--- src/rtl/axi_datamover_pkg.sv ---
// Shared types and constants for the DataMover S2MM write controller:
// FSM states, response codes, status bit positions and command field layout.
package axi_datamover_pkg;

    typedef enum logic [2:0] {
        StIdle,
        StCmd,
        StData,
        StSts,
        StResp
    } wr_state_e;

    localparam logic [1:0] RespOkay   = 2'd0;
    localparam logic [1:0] RespSlverr = 2'd2;
    localparam logic [1:0] RespDecerr = 2'd3;

    localparam int unsigned StsOkayBit   = 7;
    localparam int unsigned StsSlverrBit = 6;
    localparam int unsigned StsDecerrBit = 5;
    localparam int unsigned StsInterrBit = 4;

    localparam int unsigned CmdRsvW = 4;
    localparam int unsigned CmdTagW = 4;
    localparam int unsigned CmdDsaW = 6;
    localparam int unsigned CmdBttW = 23;

    localparam logic CmdDrr      = 1'b0;
    localparam logic CmdEof      = 1'b1;
    localparam logic CmdTypeIncr = 1'b1;

    // Clean completion needs OKAY, no error flags and our own tag echoed back.
    function automatic logic [1:0] decode_sts(input logic [7:0] sts,
                                              input logic [CmdTagW-1:0] tag);
        logic w_err;
        w_err = sts[StsSlverrBit] | sts[StsDecerrBit] | sts[StsInterrBit];
        if (sts[StsOkayBit] && !w_err && (sts[CmdTagW-1:0] == tag)) begin
            return RespOkay;
        end else if (sts[StsDecerrBit]) begin
            return RespDecerr;
        end
        return RespSlverr;
    endfunction

endpackage

--- src/rtl/axi_datamover_keep_gen.sv ---
// Latches the beat count and final-beat byte mask for a request and counts
// beats down as the stream handshakes.
module axi_datamover_keep_gen #(
    parameter int unsigned BYTES      = 8,
    parameter int unsigned SIZE_WIDTH = 16
) (
    input  logic                  clk,
    input  logic                  rst,
    input  logic                  i_load,
    input  logic [SIZE_WIDTH-1:0] i_size,
    input  logic                  i_dec,
    output logic [SIZE_WIDTH-1:0] o_beats,
    output logic [BYTES-1:0]      o_last_keep
);
    localparam int unsigned ExtW = SIZE_WIDTH + 1;

    logic [ExtW-1:0]       w_size_ext;
    logic [ExtW-1:0]       w_beats;
    logic [ExtW-1:0]       w_rem;
    logic [BYTES-1:0]      w_keep;
    logic                  w_unused_beats_msb;
    logic [SIZE_WIDTH-1:0] r_beats;
    logic [BYTES-1:0]      r_keep;

    // One spare bit so size + BYTES-1 cannot wrap before the divide.
    assign w_size_ext = {1'b0, i_size};
    assign w_beats    = (w_size_ext + ExtW'(BYTES - 1)) / ExtW'(BYTES);
    assign w_rem      = w_size_ext % ExtW'(BYTES);
    assign w_unused_beats_msb = w_beats[SIZE_WIDTH];

    always_comb begin
        w_keep = '0;
        for (int b = 0; b < BYTES; b++) begin
            w_keep[b] = (w_rem == '0) || (ExtW'(b) < w_rem);
        end
    end

    always_ff @(posedge clk or posedge rst) begin
        if (rst) begin
            r_beats <= '0;
            r_keep  <= '0;
        end else if (i_load) begin
            r_beats <= w_beats[SIZE_WIDTH-1:0];
            r_keep  <= w_keep;
        end else if (i_dec && (r_beats != '0)) begin
            r_beats <= r_beats - SIZE_WIDTH'(1);
        end
    end

    assign o_beats     = r_beats;
    assign o_last_keep = r_keep;

endmodule

--- src/rtl/axi_datamover_write_ctrl.sv ---
// DDR write request -> AXI DataMover S2MM command, stream and status bridge.
// Define DATAMOVER_WR_TIMEOUT_EN to add a status watchdog of TIMEOUT_CYCLES.
module axi_datamover_write_ctrl
    import axi_datamover_pkg::*;
#(
    parameter int unsigned S2MM_DATA_WIDTH = 64,
    parameter int unsigned S2MM_CMD_WIDTH  = 72,
    parameter int unsigned S2MM_ADDR_WIDTH = 32,
    parameter int unsigned S2MM_SIZE_WIDTH = 16,
    parameter int unsigned S2MM_STS_WIDTH  = 8,
    parameter int unsigned TIMEOUT_CYCLES  = 65535
) (
    input  logic                         clk,
    input  logic                         rst,
    output logic                         ddr_wreq_ready,
    input  logic                         ddr_wreq_valid,
    input  logic [S2MM_ADDR_WIDTH-1:0]   ddr_wreq_addr,
    input  logic [S2MM_SIZE_WIDTH-1:0]   ddr_wreq_size,
    output logic                         ddr_wdata_ready,
    input  logic                         ddr_wdata_valid,
    input  logic [S2MM_DATA_WIDTH-1:0]   ddr_wdata,
    output logic                         ddr_wresp_valid,
    output logic [1:0]                   ddr_wresp,
    output logic [S2MM_CMD_WIDTH-1:0]    s2mm_cmd_tdata,
    output logic                         s2mm_cmd_tvalid,
    input  logic                         s2mm_cmd_tready,
    output logic [S2MM_DATA_WIDTH-1:0]   s2mm_tdata,
    output logic [S2MM_DATA_WIDTH/8-1:0] s2mm_tkeep,
    output logic                         s2mm_tlast,
    output logic                         s2mm_tvalid,
    input  logic                         s2mm_tready,
    input  logic [S2MM_STS_WIDTH-1:0]    s2mm_sts_tdata,
    input  logic [S2MM_STS_WIDTH/8-1:0]  s2mm_sts_tkeep,
    input  logic                         s2mm_sts_tlast,
    input  logic                         s2mm_sts_tvalid,
    output logic                         s2mm_sts_tready
);
    localparam int unsigned Bytes    = S2MM_DATA_WIDTH / 8;
    localparam int unsigned AlignW   = $clog2(Bytes);
    localparam int unsigned CmdFullW = S2MM_ADDR_WIDTH + CmdRsvW + CmdTagW + CmdDsaW + CmdBttW + 3;
    localparam logic [S2MM_ADDR_WIDTH-1:0] AddrMask =
        S2MM_ADDR_WIDTH'((64'd1 << AlignW) - 64'd1);

    wr_state_e                   r_state;
    logic                        r_wreq_ready;
    logic                        r_cmd_tvalid;
    logic [S2MM_CMD_WIDTH-1:0]   r_cmd_tdata;
    logic                        r_sts_tready;
    logic                        r_wresp_valid;
    logic [1:0]                  r_wresp;
    logic [CmdTagW-1:0]          r_tag;

    logic                        w_req_hs;
    logic                        w_in_data;
    logic                        w_data_hs;
    logic                        w_last_beat;
    logic                        w_sts_hs;
    logic [S2MM_SIZE_WIDTH-1:0]  w_beats;
    logic [Bytes-1:0]            w_last_keep;
    logic [CmdFullW-1:0]         w_cmd_full;
    logic                        w_unused_sts;

    assign w_req_hs    = ddr_wreq_valid & r_wreq_ready;
    assign w_in_data   = (r_state == StData);
    assign w_data_hs   = w_in_data & ddr_wdata_valid & s2mm_tready;
    assign w_last_beat = (w_beats == S2MM_SIZE_WIDTH'(1));
    assign w_sts_hs    = r_sts_tready & s2mm_sts_tvalid;
    assign w_unused_sts = ^{s2mm_sts_tkeep, s2mm_sts_tlast};

    assign w_cmd_full = {{CmdRsvW{1'b0}}, r_tag, ddr_wreq_addr & ~AddrMask, CmdDrr, CmdEof,
                         {CmdDsaW{1'b0}}, CmdTypeIncr, CmdBttW'(ddr_wreq_size)};

    axi_datamover_keep_gen #(
        .BYTES      (Bytes),
        .SIZE_WIDTH (S2MM_SIZE_WIDTH)
    ) u_keep_gen (
        .clk         (clk),
        .rst         (rst),
        .i_load      (w_req_hs),
        .i_size      (ddr_wreq_size),
        .i_dec       (w_data_hs),
        .o_beats     (w_beats),
        .o_last_keep (w_last_keep)
    );

`ifdef DATAMOVER_WR_TIMEOUT_EN
    localparam int unsigned TimeoutW = $clog2(TIMEOUT_CYCLES + 1);
    logic [TimeoutW-1:0] r_to_cnt;
`endif

    always_ff @(posedge clk or posedge rst) begin
        if (rst) begin
            r_state       <= StIdle;
            r_wreq_ready  <= 1'b0;
            r_cmd_tvalid  <= 1'b0;
            r_cmd_tdata   <= '0;
            r_sts_tready  <= 1'b0;
            r_wresp_valid <= 1'b0;
            r_wresp       <= RespOkay;
            r_tag         <= '0;
`ifdef DATAMOVER_WR_TIMEOUT_EN
            r_to_cnt      <= '0;
`endif
        end else begin
            unique case (r_state)
                StIdle: begin
                    r_wreq_ready <= 1'b1;
                    if (w_req_hs) begin
                        r_wreq_ready <= 1'b0;
                        r_cmd_tdata  <= S2MM_CMD_WIDTH'(w_cmd_full);
                        // Zero-length writes are refused without touching the DataMover.
                        if (ddr_wreq_size == '0) begin
                            r_state       <= StResp;
                            r_wresp_valid <= 1'b1;
                            r_wresp       <= RespSlverr;
                        end else begin
                            r_state      <= StCmd;
                            r_cmd_tvalid <= 1'b1;
                        end
                    end
                end
                StCmd: begin
                    if (s2mm_cmd_tready) begin
                        r_cmd_tvalid <= 1'b0;
                        r_state      <= StData;
                    end
                end
                StData: begin
                    if (w_data_hs && w_last_beat) begin
                        r_state      <= StSts;
                        r_sts_tready <= 1'b1;
`ifdef DATAMOVER_WR_TIMEOUT_EN
                        r_to_cnt     <= '0;
`endif
                    end
                end
                StSts: begin
                    if (w_sts_hs) begin
                        r_sts_tready  <= 1'b0;
                        r_wresp_valid <= 1'b1;
                        r_wresp       <= decode_sts(s2mm_sts_tdata[7:0], r_tag);
                        r_state       <= StResp;
                    end
`ifdef DATAMOVER_WR_TIMEOUT_EN
                    else if (r_to_cnt == TimeoutW'(TIMEOUT_CYCLES - 1)) begin
                        r_sts_tready  <= 1'b0;
                        r_wresp_valid <= 1'b1;
                        r_wresp       <= RespSlverr;
                        r_state       <= StResp;
                    end else begin
                        r_to_cnt <= r_to_cnt + TimeoutW'(1);
                    end
`endif
                end
                StResp: begin
                    r_wresp_valid <= 1'b0;
                    r_tag         <= r_tag + CmdTagW'(1);
                    r_wreq_ready  <= 1'b1;
                    r_state       <= StIdle;
                end
                default: r_state <= StIdle;
            endcase
        end
    end

    assign ddr_wreq_ready  = r_wreq_ready;
    assign s2mm_cmd_tvalid = r_cmd_tvalid;
    assign s2mm_cmd_tdata  = r_cmd_tdata;
    assign s2mm_sts_tready = r_sts_tready;
    assign ddr_wresp_valid = r_wresp_valid;
    assign ddr_wresp       = r_wresp;

    // Data phase is a straight wire-through; only keep/last are generated here.
    assign s2mm_tvalid     = w_in_data & ddr_wdata_valid;
    assign ddr_wdata_ready = w_in_data & s2mm_tready;
    assign s2mm_tdata      = w_in_data ? ddr_wdata : '0;
    assign s2mm_tlast      = w_in_data & w_last_beat;
    assign s2mm_tkeep      = !w_in_data ? '0 : (w_last_beat ? w_last_keep : '1);

endmodule

--- config.mk ---
export PLATFORM = sky130hd
export DESIGN_NAME = axi_datamover_write_ctrl
export DESIGN_NICKNAME = d
export VERILOG_FILES = /design/src/rtl/axi_datamover_pkg.sv /design/src/rtl/axi_datamover_keep_gen.sv /design/src/rtl/axi_datamover_write_ctrl.sv
export SDC_FILE = /design/constraint.sdc
export NUM_CORES = 1
export LEC_CHECK = 0
export ABC_AREA = 1
export CORE_MARGIN = 2
export CORE_UTILIZATION = 43
export DETAILED_ROUTE_END_ITERATION = 8
export PLACE_DENSITY = 0.87
export SYNTH_ARGS = -nofsm -noshare
export SYNTH_HDL_FRONTEND = slang
export SYNTH_SLANG_ARGS = --single-unit
export TNS_END_PERCENT = 20
--- constraint.sdc ---
create_clock -name clk -period 7.4 [get_ports clk]
set_input_delay 1.11 -clock clk [delete_from_list [all_inputs] [get_ports clk]]
set_output_delay 1.11 -clock clk [all_outputs]
set_load 0.05 [all_outputs]
==> out/metrics.cfg, run 1 <==
[synthesis]
yosys.area_share.adder_pct=0.717
synthMuxAreaShare_pct=0.215
synthXorXnorAreaFrac_pct=1.67
synth-compound-area-share_pct=5.98
ys_seq_area_share_pct=41.6
ys_types=33
synth_top_family_by_area=simple AND/OR/NAND/NOR gates
syn_area_sq_um=5240
synth-seq-cells=87
yosys.area_share.simple_pct=34.4
syn_inst=765
yosysWarnings=0
syn_avg_cell_area_sq_um=6.84

[worst_setup_path]
crit_chain=inv_2 -> nand3_4 -> inv_1 -> o21ai_0 -> inv_1 -> clkdlybuf4s50_1
r2r_slack_ns=5.02
cp_data_arrival_time_ns=3.02
endpoint=s2mm_tkeep[5]
cp_max_fo=70
slowest_stage=clkdlybuf4s50_1
reg2regPathDepth=5
cp-end-kind=output port
path_depth=6
path_buf_inv=4
cpPeakStageDelay_ns=0.81
path_class=reg -> out
timing.rr.end=s2mm_cmd_tdata[13]
cp_common_cell=inv_1
required_ns=6.29
startpoint=r_state[2]
critPathLaunchType=flop
r2r-start=ddr_wreq_ready
crit_family=buffers and inverters

[sta]
rsz0062_at_grt=false
finalSetupTns_ns=0
finalHoldViolations=0
max_freq_mhz=242
skew_ns=0.00705
setup_viol=0
period_share_pct=55.8
slew_headroom_pct=28.9
slew_viol_final=0
fin_crit_ns=4.13
worst_slew_pin_slew_ns=1.07
holdWs_ns=0.470

[detailed_routing]
drt_iter0_markers=555
drc_errors=0
vias=5458
detail-route-antenna-nets=0
routed_via_density=4.71
wl_per_cell_microns=13.8
drt-pass1-iter-count=7
postRouteWirelength_microns=16000

[clock_tree]
post_cts_buffers=0
cts_buffers=9
worstSkewPairLatency_ns=0.34
htreeDepth=3
clkSlewWorstSetupHoldPaths_ns=0.07
cts-root-buf=clkbuf_16
cts_resized=0
clockBufferDepth=2
ctsHoldBuffers=0
tritoncts=yes
cts_sinks=87

[die]
initial_core_util_pct=43.8
ios=282
core_area_sq_um=12000
die_w_microns=114
dieArea_sq_um=13100
die_h_microns=114
rows=40

[global_routing]
grt_pass1_wl_microns=25000
overflow=0
antenna_found_initial=0
grt_pass1_vias=5154
grt_util_met2_pct=41.4
globalRouteMet3Util_pct=4.29
grt_max_degree=88
gr-usage-met1_pct=30.2
groute.usage.overall_pct=24.0
grt.busiest_layer=met2

[pwr]
powerDensity_nw_per_um2=481
ir_worst_vdd_mv=0.239
power.leakage_nw=4.09

[min_path]
hold_path_class=reg -> reg

[cells_and_area]
final_core_util_pct=67.2
n_antenna_cell=0
drive_above_1_share_pct=4.84
syn2layout_area_growth_pct=53.5
instances_no_fill=1159
nets=1139

[job]
maxCapViolCount=0

[run_status]
status=finished, final reports clean

[placement]
io_buffers=255
dp_hpwl_microns=11900
routabilityCongestion=0.953
dp.cells=1143

tightest hold or removal path: stages, from the launching register on:
cell and delay, ns:
dfrtp_1 0.34, nand2_1 0.05, nand2_1 0.05
state kept, by name, summed over array words and instances, names as in the netlist:
name and flops:
ddr_wresp_valid 1, s2mm_cmd_tvalid 1, ddr_wreq_ready 1, u_keep_gen.o_last_keep 8, s2mm_sts_tready 1, r_tag 4, r_state 3, s2mm_cmd_tdata 50
ddr_wresp 2, u_keep_gen.o_beats 16
logic make-up after synthesis:
group,after synthesis
mux,1
simple gates,434
flops,87
xor+xnor,10
compound gates,56
buf+inv,173
other cells,1
fa+ha+maj,3
power by group:
group          internal, mW  switching, mW
Combinational         0.783           1.79
Clock                 0.266          0.203
Sequential            0.674          0.148
Total                  1.72           2.14
worst min path at each step:
| stage | cells past startpoint | start | slack (ns) | end |
|---|---|---|---|---|
| floorplan | 1 | u_keep_gen.o_last_keep[0] | 0.43 | u_keep_gen.o_last_keep[0] |
| global placement | 1 | u_keep_gen.o_last_keep[0] | 0.45 | u_keep_gen.o_last_keep[0] |
| detailed placement | 2 | s2mm_cmd_tdata[60] | 0.46 | s2mm_cmd_tdata[60] |
| CTS | 1 | u_keep_gen.o_last_keep[0] | 0.47 | u_keep_gen.o_last_keep[0] |
| global route | 1 | u_keep_gen.o_last_keep[0] | 0.48 | u_keep_gen.o_last_keep[0] |
| finish | 2 | s2mm_cmd_tdata[36] | 0.47 | s2mm_cmd_tdata[36] |
area by class of cell:
cell class,instances,area (sq um)
Fill cell,970,3930
Timing Repair Buffer,256,2560
Multi-Input combinational cell,525,2330
Clock inverter,7,75.1
Inverter,128,484
Tap cell,147,184
Clock buffer,9,225
Sequential cell,87,2180
synthesized netlist by cell type (all sizes together):
library cell    n  area (sq um)
a21oi           7          35.0
a31oi           1          6.26
buf            37           290
clkbuf          8          31.3
conb            1          3.75
dfrtp          87          2180
ha              3          37.5
inv           128           483
mux2            1          11.3
nand2         246           948
nand3          50           263
nand4           3          18.8
nor2          128           522
nor3            5          36.3
o211ai          2          15.0
o21ai          46           256
or2             2          12.5
xnor2           2          17.5
xor2            8          70.1
cell usage in the layout (no fill, tap or decap):
master	Yosys	layout
bufinv_16	0	1
nand3_1	49	49
nor2_4	2	2
xor2_1	8	8
o21ai_0	30	30
nand2_2	4	4
inv_1	122	121
nand2_1	240	240
conb_1	1	21
buf_4	22	1
nand2_4	2	2
o211ai_1	2	2
inv_2	5	5
clkdlybuf4s50_1	0	255
inv_6	0	4
dfrtp_1	87	87
inv_4	1	1
nand4_1	3	3
nor2_8	1	1
xnor2_1	2	2
clkinv_2	0	3
nand3_4	1	1
clkbuf_16	0	9
a21oi_1	7	7
o21ai_1	9	9
a31oi_1	1	1
or2_2	2	2
mux2_2	1	1
nor3_4	1	1
nor2_1	121	121
o21ai_2	7	7
nor3_1	4	4
ha_1	3	3
nor2_2	4	4
stage by stage:
| step | power [mW] | worst slack [ns] | cell area (sq um) |
|---|---|---|---|
| floorplan | 2.59 | 4.04 | 5310 |
| global placement | 3.34 | 3.62 | 7730 |
| detailed placement | 3.38 | 3.63 | 7730 |
| CTS | 3.87 | 3.24 | 8030 |
| global route | 4.08 | 3.01 | 8030 |
| finish | 3.86 | 3.27 | 8030 |
routing by layer:
layer  wire (microns)  up-vias  share of wire (%)
met5                0        -                  0
met4              437        0                2.7
met3             1020       34                6.4
met2             7900      200                 49
met1             6630     2487                 41
li1                 -     2737                  -
Power figures use the tool's default switching activity.
==> run 2: changes to the inputs <==
- CORE_UTILIZATION: 43 -> 36
- PLACE_DENSITY: 0.87 -> 0.78
- clock period: 7.4 -> 3.5 ns (I/O delays scaled with it)
==> run 2 against run 1 <==
Global-route usage fell by 4.0 points. Die area increased by 19%. Register-to-register slack got worse by 3.6 ns. Setup slack got worse by 2.8 ns. Critical endpoint is now s2mm_tdata[37]. Via count shrank 1.8%. Final area increased by 1.2%. Critical path type unchanged. Largest power group unchanged. Combinational power is 110% higher. Final cell count up 3.6%. First-iteration DRC count fell by 33%. Sequential share of layout area fell by 0.33 points. Clock skew down 0.0013 ns.
==> out/metrics.cfg, run 2 (synthesized netlist as in run 1, its figures left out) <==
[sta]
slew_headroom_pct=50.7
fin_crit_ns=3.01
rsz0062_at_grt=false
finalHoldViolations=0
period_share_pct=85.9
setup_viol=0
finalSetupTns_ns=0
worst_slew_pin_slew_ns=0.739
max_freq_mhz=333
slew_viol_final=0
skew_ns=0.00576

[worst_setup_path]
path_class=reg -> out
cp_data_arrival_time_ns=2.48
crit_family=buffers and inverters
cp_max_fo=50
r2r-start=r_state[2]
crit_chain=inv_2 -> nand3_4 -> buf_12 -> nor2_1 -> clkdlybuf4s50_1
critPathLaunchType=flop
startpoint=r_state[2]
required_ns=2.97
cpPeakStageDelay_ns=0.85
slowest_stage=clkdlybuf4s50_1
path_buf_inv=3
cp-end-kind=output port

[cells_and_area]
instances_no_fill=1201
n_antenna_cell=0
final_core_util_pct=56.6
syn2layout_area_growth_pct=55.4
largest_reg_flops=50
nets=1144
mostFrequentLayoutCells=clkdlybuf4s50_1 (252), nand2_1 (240), inv_1 (121), nor2_1 (121), dfrtp_1 (87)
drive_above_1_share_pct=5.60
layout_commonest_cell=clkdlybuf4s50_1

[global_routing]
grt.busiest_layer=met2
antenna_found_initial=0
grt_util_met2_pct=33.8
globalRouteMet3Util_pct=3.57
gr-usage-met1_pct=26.8
grt_pass1_wl_microns=25500
overflow=0
grt_pass1_vias=5026
groute.usage.overall_pct=20.0
grt_max_degree=51

[die]
ios=282
rows=44
core_area_sq_um=14400
die_w_microns=125
initial_core_util_pct=36.4
die_h_microns=125
dieArea_sq_um=15500

[placement]
io_buffers=255
routabilityCongestion=0.891
dp_hpwl_microns=12200
dp.cells=1185

[min_path]
hold_path_class=reg -> reg
min_from=u_keep_gen.o_last_keep[0]

[pwr]
powerDensity_nw_per_um2=999
p_int_mw=3.62
power_frac_seq_pct=21.4
ir_worst_vdd_mv=0.468
p_switching_mw=4.51
clkPwrFrac_pct=11.7
swShare_pct=55.5
power.leakage_nw=4.12
p_comb_share_pct=66.9

[run_status]
status=finished, final reports clean

[clock_tree]
clkSlewWorstSetupHoldPaths_ns=0.07
htreeDepth=3
clockBufferDepth=2
cts_resized=0
ctsHoldBuffers=0
cts_buffers=9
post_cts_buffers=0
tritoncts=yes
cts_sinks=87
worstSkewPairLatency_ns=0.34
cts-root-buf=clkbuf_16

[detailed_routing]
vias=5358
drc_errors=0
detail-route-antenna-nets=0
drt_iter0_markers=374
postRouteWirelength_microns=15500
wl_per_cell_microns=12.9
drt-pass1-iter-count=5
routed_via_density=4.46

[job]
maxCapViolCount=0

==> run 2: changes by cell type in the layout (fill, tap and decap cells not counted), sizes merged <==
cell / delta
buf: +8
clkinvlp: +1
bufinv: -1
clkdlybuf4s50: -3
==> run 2: metal layers <==
layer	wire length [microns]	share of wire [%]	vias to the layer above
met1	7010	45	2453
met5	0	0	-
met3	647	4.2	18
met2	7680	49	144
li1	-	-	2743
met4	206	1.3	0
==> run 2: power groups by stage <==
stage | registers (mW) | logic (mW) | clock network [mW]
2_1_floorplan | 2.67 | 2.80 | 0
3_3_place_gp | 1.74 | 5.40 | 0
3_5_place_dp | 1.75 | 5.46 | 0
4_1_cts | 1.74 | 5.47 | 0.970
5_1_grt | 1.80 | 5.79 | 1.02
6_report | 1.74 | 5.43 | 0.952
==> run 2: area by class of cell <==
cell class                 instances  area [sq um]
fill                            1368          6240
timing repair buffer             261          2620
multi-input combinational        525          2330
sequential                        87          2180
inverter                         128           484
tap                              184           230
clock buffer                       9           225
clock inverter                     7          72.6
==> run 2: metrics by stage <==
stage | area (sq um) | hold slack, ns | setup WS [ns] | total power, mW
4_1_cts | 8130 | 0.469 | 0.494 | 8.18
5_1_grt | 8130 | 0.474 | 0.278 | 8.61
3_3_place_gp | 7840 | 0.447 | 0.772 | 7.14
6_report | 8130 | 0.468 | 0.494 | 8.12
3_5_place_dp | 7840 | 0.454 | 0.767 | 7.21
2_1_floorplan | 5310 | 0.434 | 0.725 | 5.47
==> run 2: worst paths after layout <==
path,endpoint,depth (start not counted),slack [ns]
max,s2mm_tdata[37],5,0.49
min,u_keep_gen.o_last_keep[0],1,0.47
max reg2reg,u_keep_gen.o_beats[9],9,1.47
min reg2reg,u_keep_gen.o_last_keep[0],1,0.47
max in group asynchronous,u_keep_gen.o_beats[0],3,2.12
min in group asynchronous,s2mm_cmd_tdata[62],2,0.61
==> run 3: changes to the inputs <==
- PLACE_DENSITY: 0.78 -> not set
- PLACE_DENSITY_LB_ADDON: not set -> 0.15
==> run 3 against run 2 <==
Wire length grew 3.2%. Die area is the same. Clock power shrank 6.6%. Total power shrank 0.99%. Count of clock-buffer cells in the layout is the same. Combinational power is essentially flat. Sequential share of layout area grew 0.095 points. Worst hold slack gained 0.00097 ns. Maximum frequency shrank 1.5%. Final area shrank 0.35%. Clock skew grew 0.0012 ns.
==> out/metrics.cfg, run 3 (synthesized netlist as in run 1, its figures left out) <==
[detailed_routing]
drc_errors=0
drt_iter0_markers=277
drt-pass1-iter-count=5
routed_via_density=4.45
wl_per_cell_microns=13.3
postRouteWirelength_microns=16000
vias=5345
detail-route-antenna-nets=0

[cells_and_area]
n_antenna_cell=0
drive_above_1_share_pct=5.89
fill_cells=1392
largest_reg_flops=50
nets=1146
layout_commonest_cell=clkdlybuf4s50_1
final_core_util_pct=56.4
final_cell_area_sq_um=8100
mostFrequentLayoutCells=clkdlybuf4s50_1 (250), nand2_1 (240), inv_1 (121), nor2_1 (121), dfrtp_1 (87)
instances_no_fill=1202
syn2layout_area_growth_pct=54.8

[sta]
finalHoldViolations=0
setup_viol=0
skew_ns=0.00700
rsz0062_at_grt=false
finalSetupTns_ns=0
max_freq_mhz=328
slew_viol_final=0
period_share_pct=87.2
slew_headroom_pct=48.5
worst_slew_pin_slew_ns=0.771
fin_crit_ns=3.05

[clock_tree]
tritoncts=yes
htreeDepth=3
clkSlewWorstSetupHoldPaths_ns=0.06
cts_resized=0
ctsHoldBuffers=0
cts-root-buf=clkbuf_16
clockBufferDepth=2
cts_buffers=9
post_cts_buffers=0
worstSkewPairLatency_ns=0.35
cts_sinks=87

[placement]
dp.cells=1187
routabilityCongestion=0.880
io_buffers=255
dp_hpwl_microns=12500
placed_area_sq_um=7830

[die]
ios=282
initial_core_util_pct=36.4
die_h_microns=125
core_area_sq_um=14400
rows=44
die_w_microns=125
dieArea_sq_um=15500

[worst_setup_path]
reg2regPathDepth=9
cp-end-kind=output port
cp_data_arrival_time_ns=2.53
cp_max_fo=31
crit_chain=inv_2 -> nand3_4 -> inv_1 -> o21ai_0 -> inv_1 -> clkdlybuf4s50_1
crit_family=buffers and inverters
slowest_stage=clkdlybuf4s50_1
cp_common_cell=inv_1
path_class=reg -> out
critPathLaunchType=flop
path_depth=6
path_buf_inv=4
cpPeakStageDelay_ns=0.81
required_ns=2.97

[pwr]
ir_worst_vdd_mv=0.421
total_power_mw=8.04
powerDensity_nw_per_um2=993
power.leakage_nw=4.11

[min_path]
hold_path_class=reg -> reg
hold_depth=1

[global_routing]
antenna_found_initial=0
groute.usage.overall_pct=20.7
grt_max_degree=46
overflow=0
grt_pass1_wl_microns=25800
grt_pass1_vias=4892

[job]
maxCapViolCount=0

[run_status]
status=finished, final reports clean

run 3: cell count changes in the layout (fill, tap and decap cells not counted), sizes merged:
cell | before | now
buf | 9 | 13
clkdlybuf4s50 | 252 | 250
inv | 131 | 129
clkinvlp | 1 | 2
run 3: through the flow:
stage | setup WS (ns) | hold WS [ns]
after floorplan | 0.725 | 0.434
after global placement | 0.780 | 0.452
after detailed placement | 0.775 | 0.456
after CTS | 0.391 | 0.472
after global routing | 0.192 | 0.493
final | 0.449 | 0.469
run 3: layout make-up:
class	count	area [sq um]	share of cell area, %
Inverter	128	484	5.97
Sequential cell	87	2180	26.9
Clock buffer	9	225	2.78
Timing Repair Buffer	263	2610	32.2
Clock inverter	6	46.3	0.571
Tap cell	184	230	2.84
Multi-Input combinational cell	525	2330	28.7
run 3: worst paths after layout:
| path | endpoint | slack, ns | start |
|---|---|---|---|
| hold reg to reg | u_keep_gen.o_last_keep[0] | 0.47 | u_keep_gen.o_last_keep[0] |
| setup reg to reg | u_keep_gen.o_beats[14] | 1.39 | r_state[0] |
| max in group asynchronous | u_keep_gen.o_beats[13] | 2.19 | rst |
| min in group asynchronous | s2mm_cmd_tdata[62] | 0.62 | rst |
| hold / removal | u_keep_gen.o_last_keep[0] | 0.47 | u_keep_gen.o_last_keep[0] |
| setup / recovery | s2mm_tkeep[6] | 0.45 | r_state[0] |
run 3: per-layer routing:
layer	routed length [microns]	track usage [%]	vias to the layer above
met5	0	0	-
met1	7530	29.0	2424
li1	-	-	2745
met2	7480	32.3	157
met4	183	4.69	0
met3	850	5.20	19
run 3: report_power, final:
group | switching, mW | internal [mW]
Combinational | 3.76 | 1.67
Clock | 0.408 | 0.482
Sequential | 0.299 | 1.43
Total | 4.46 | 3.58
run 3: worst reg2reg max path, stage by stage, from the launching register on:
cell and delay (ns):
dfrtp_1 0.42, inv_2 0.14, nand3_4 0.29, buf_4 0.34
nor3_4 0.27, nand2_4 0.10, nand2_4 0.19, inv_4 0.12
nand2_1 0.08, o21ai_1 0.06
==> RTL edit: new RTL, settings of run 3 <==
Encoding of `wr_state_e`: now one-hot (5 bits for 5 states).
--- a/src/rtl/axi_datamover_pkg.sv
+++ b/src/rtl/axi_datamover_pkg.sv
@@ -3,10 +3,10 @@
 package axi_datamover_pkg;
 
-    typedef enum logic [2:0] {
-        StIdle,
-        StCmd,
-        StData,
-        StSts,
-        StResp
+    typedef enum logic [4:0] {
+        StIdle = 5'b00001,
+        StCmd  = 5'b00010,
+        StData = 5'b00100,
+        StSts  = 5'b01000,
+        StResp = 5'b10000
     } wr_state_e;
 
Behaviour: no difference found for any inputs over 10 cycles, from zero or initial values and one cycle with rst high; not proved beyond that.
==> RTL edit against run 3 <==
- sequential cell count grew 2
- count of clock-buffer cells in the layout grew 1
- register-to-register slack gained 0.02 ns
- synthesized area grew 0.36%
- total power shrank 24%
- worst setup slack lost 0.12 ns
- combinational power shrank 38%
- non-clock buffer count shrank 1
- cell area grew 1.7%
- sequential share of layout area grew 0.17 points
- routed wire length grew 7.2%
- largest power group unchanged
- global-route usage grew 1.5 points
==> RTL edit: results (changes against run 3) <==
Seq/Total Area, Yosys = 0.424 (+0.00828)
Post-Route M1 WL = 7060 um (-6.3%)
VDD IR max = 651 uV (+55%)
First-pass GRT wire length = 27000 um (+4.6%)
Initial antenna violation count = 1 (+1)
Cells after synthesis = 723 (-5.5%)
Largest net degree at the start of global routing = 69 (+50%)
Count of cell types in the netlist = 31 (-6.1%)
Worst-Margin Slew = 0.697 ns (-0.0736 ns)
Nets = 1106 (-3.5%)
Worst slack, placed = 0.683 ns (-0.0923 ns)
Via density = 4.54 (+2.1%)
Pleak = 4.12 nW (+0.37%)
Combinational share of power = 0.554 (-0.121)
Critical Path AT = 2.65 ns (+0.12 ns)
Clk. pwr = 1.04 mW (+17%)
Clock skew = 0.00517 ns (-0.00184 ns)
Met3 routed WL = 1150 um (+36%)
Fillcell total = 1358 (-2.4%)
WL met2 = 8650 um (+16%)
DRT Pass-1 Iters = 4 (-1)
Dpl hpwl = 13800 um (+10%)
Placer's final routability congestion estimate = 0.933 (+6.0%)
Share of cells above drive strength 1 = 0.0735 (+0.0146)
Vias in the first global route = 4918 (+0.53%)
Initial DRC count = 287 (+3.6%)
Via count = 5287 (-1.1%)
Status = completed
## RTL edit: worst max-delay path, stage by stage, from the launching register on
cell and delay, ns:
dfstp_2 0.54, nor2_1 0.06, nand2_1 0.10, nor2_2 0.05, inv_2 0.51, buf_12 0.25
nor2_1 0.05, clkdlybuf4s50_1 0.75
## RTL edit: area by class of cell
cell class,instances,area (um2),share of cell area
antenna,1,2.50,0.000304
clock buffer,10,229,0.0278
clock inverter,6,91.3,0.0111
inverter,136,512,0.0621
multi-input combinational,476,2320,0.281
sequential,89,2230,0.270
tap,184,230,0.0279
timing repair buffer,262,2630,0.319
## RTL edit: cell families after synthesis
group                      after synthesis  synth area share
adders and majority gates                3           0.00715
muxes                                   31            0.0686
and+or+nand+nor                        359             0.283
buffers and inverters                  178             0.149
other                                    1          0.000714
DFF                                     89             0.424
xor gates and xnor gates                 8            0.0133
AOI/OAI and AO/OA                       54            0.0543
## RTL edit: final timing paths
check                                 startpoint                      to  slack, ns  depth (start not counted)
setup / recovery                      r_state[0]          s2mm_tdata[56]       0.33                          7
hold / removal                   ddr_wresp_valid         ddr_wresp_valid       0.47                          2
setup reg to reg           u_keep_gen.o_beats[0]  u_keep_gen.o_beats[14]       1.41                         11
hold reg to reg                  ddr_wresp_valid         ddr_wresp_valid       0.47                          2
max in group asynchronous                    rst   u_keep_gen.o_beats[2]       2.07                          3
min in group asynchronous                    rst      s2mm_cmd_tdata[59]       0.59                          2
## RTL edit: layer usage
| metal | global-route usage | vias up |
|---|---|---|
| met5 | 0 | - |
| met4 | 0.0588 | 0 |
| met3 | 0.0537 | 14 |
| met2 | 0.392 | 180 |
| met1 | 0.268 | 2438 |
| li1 | - | 2655 |
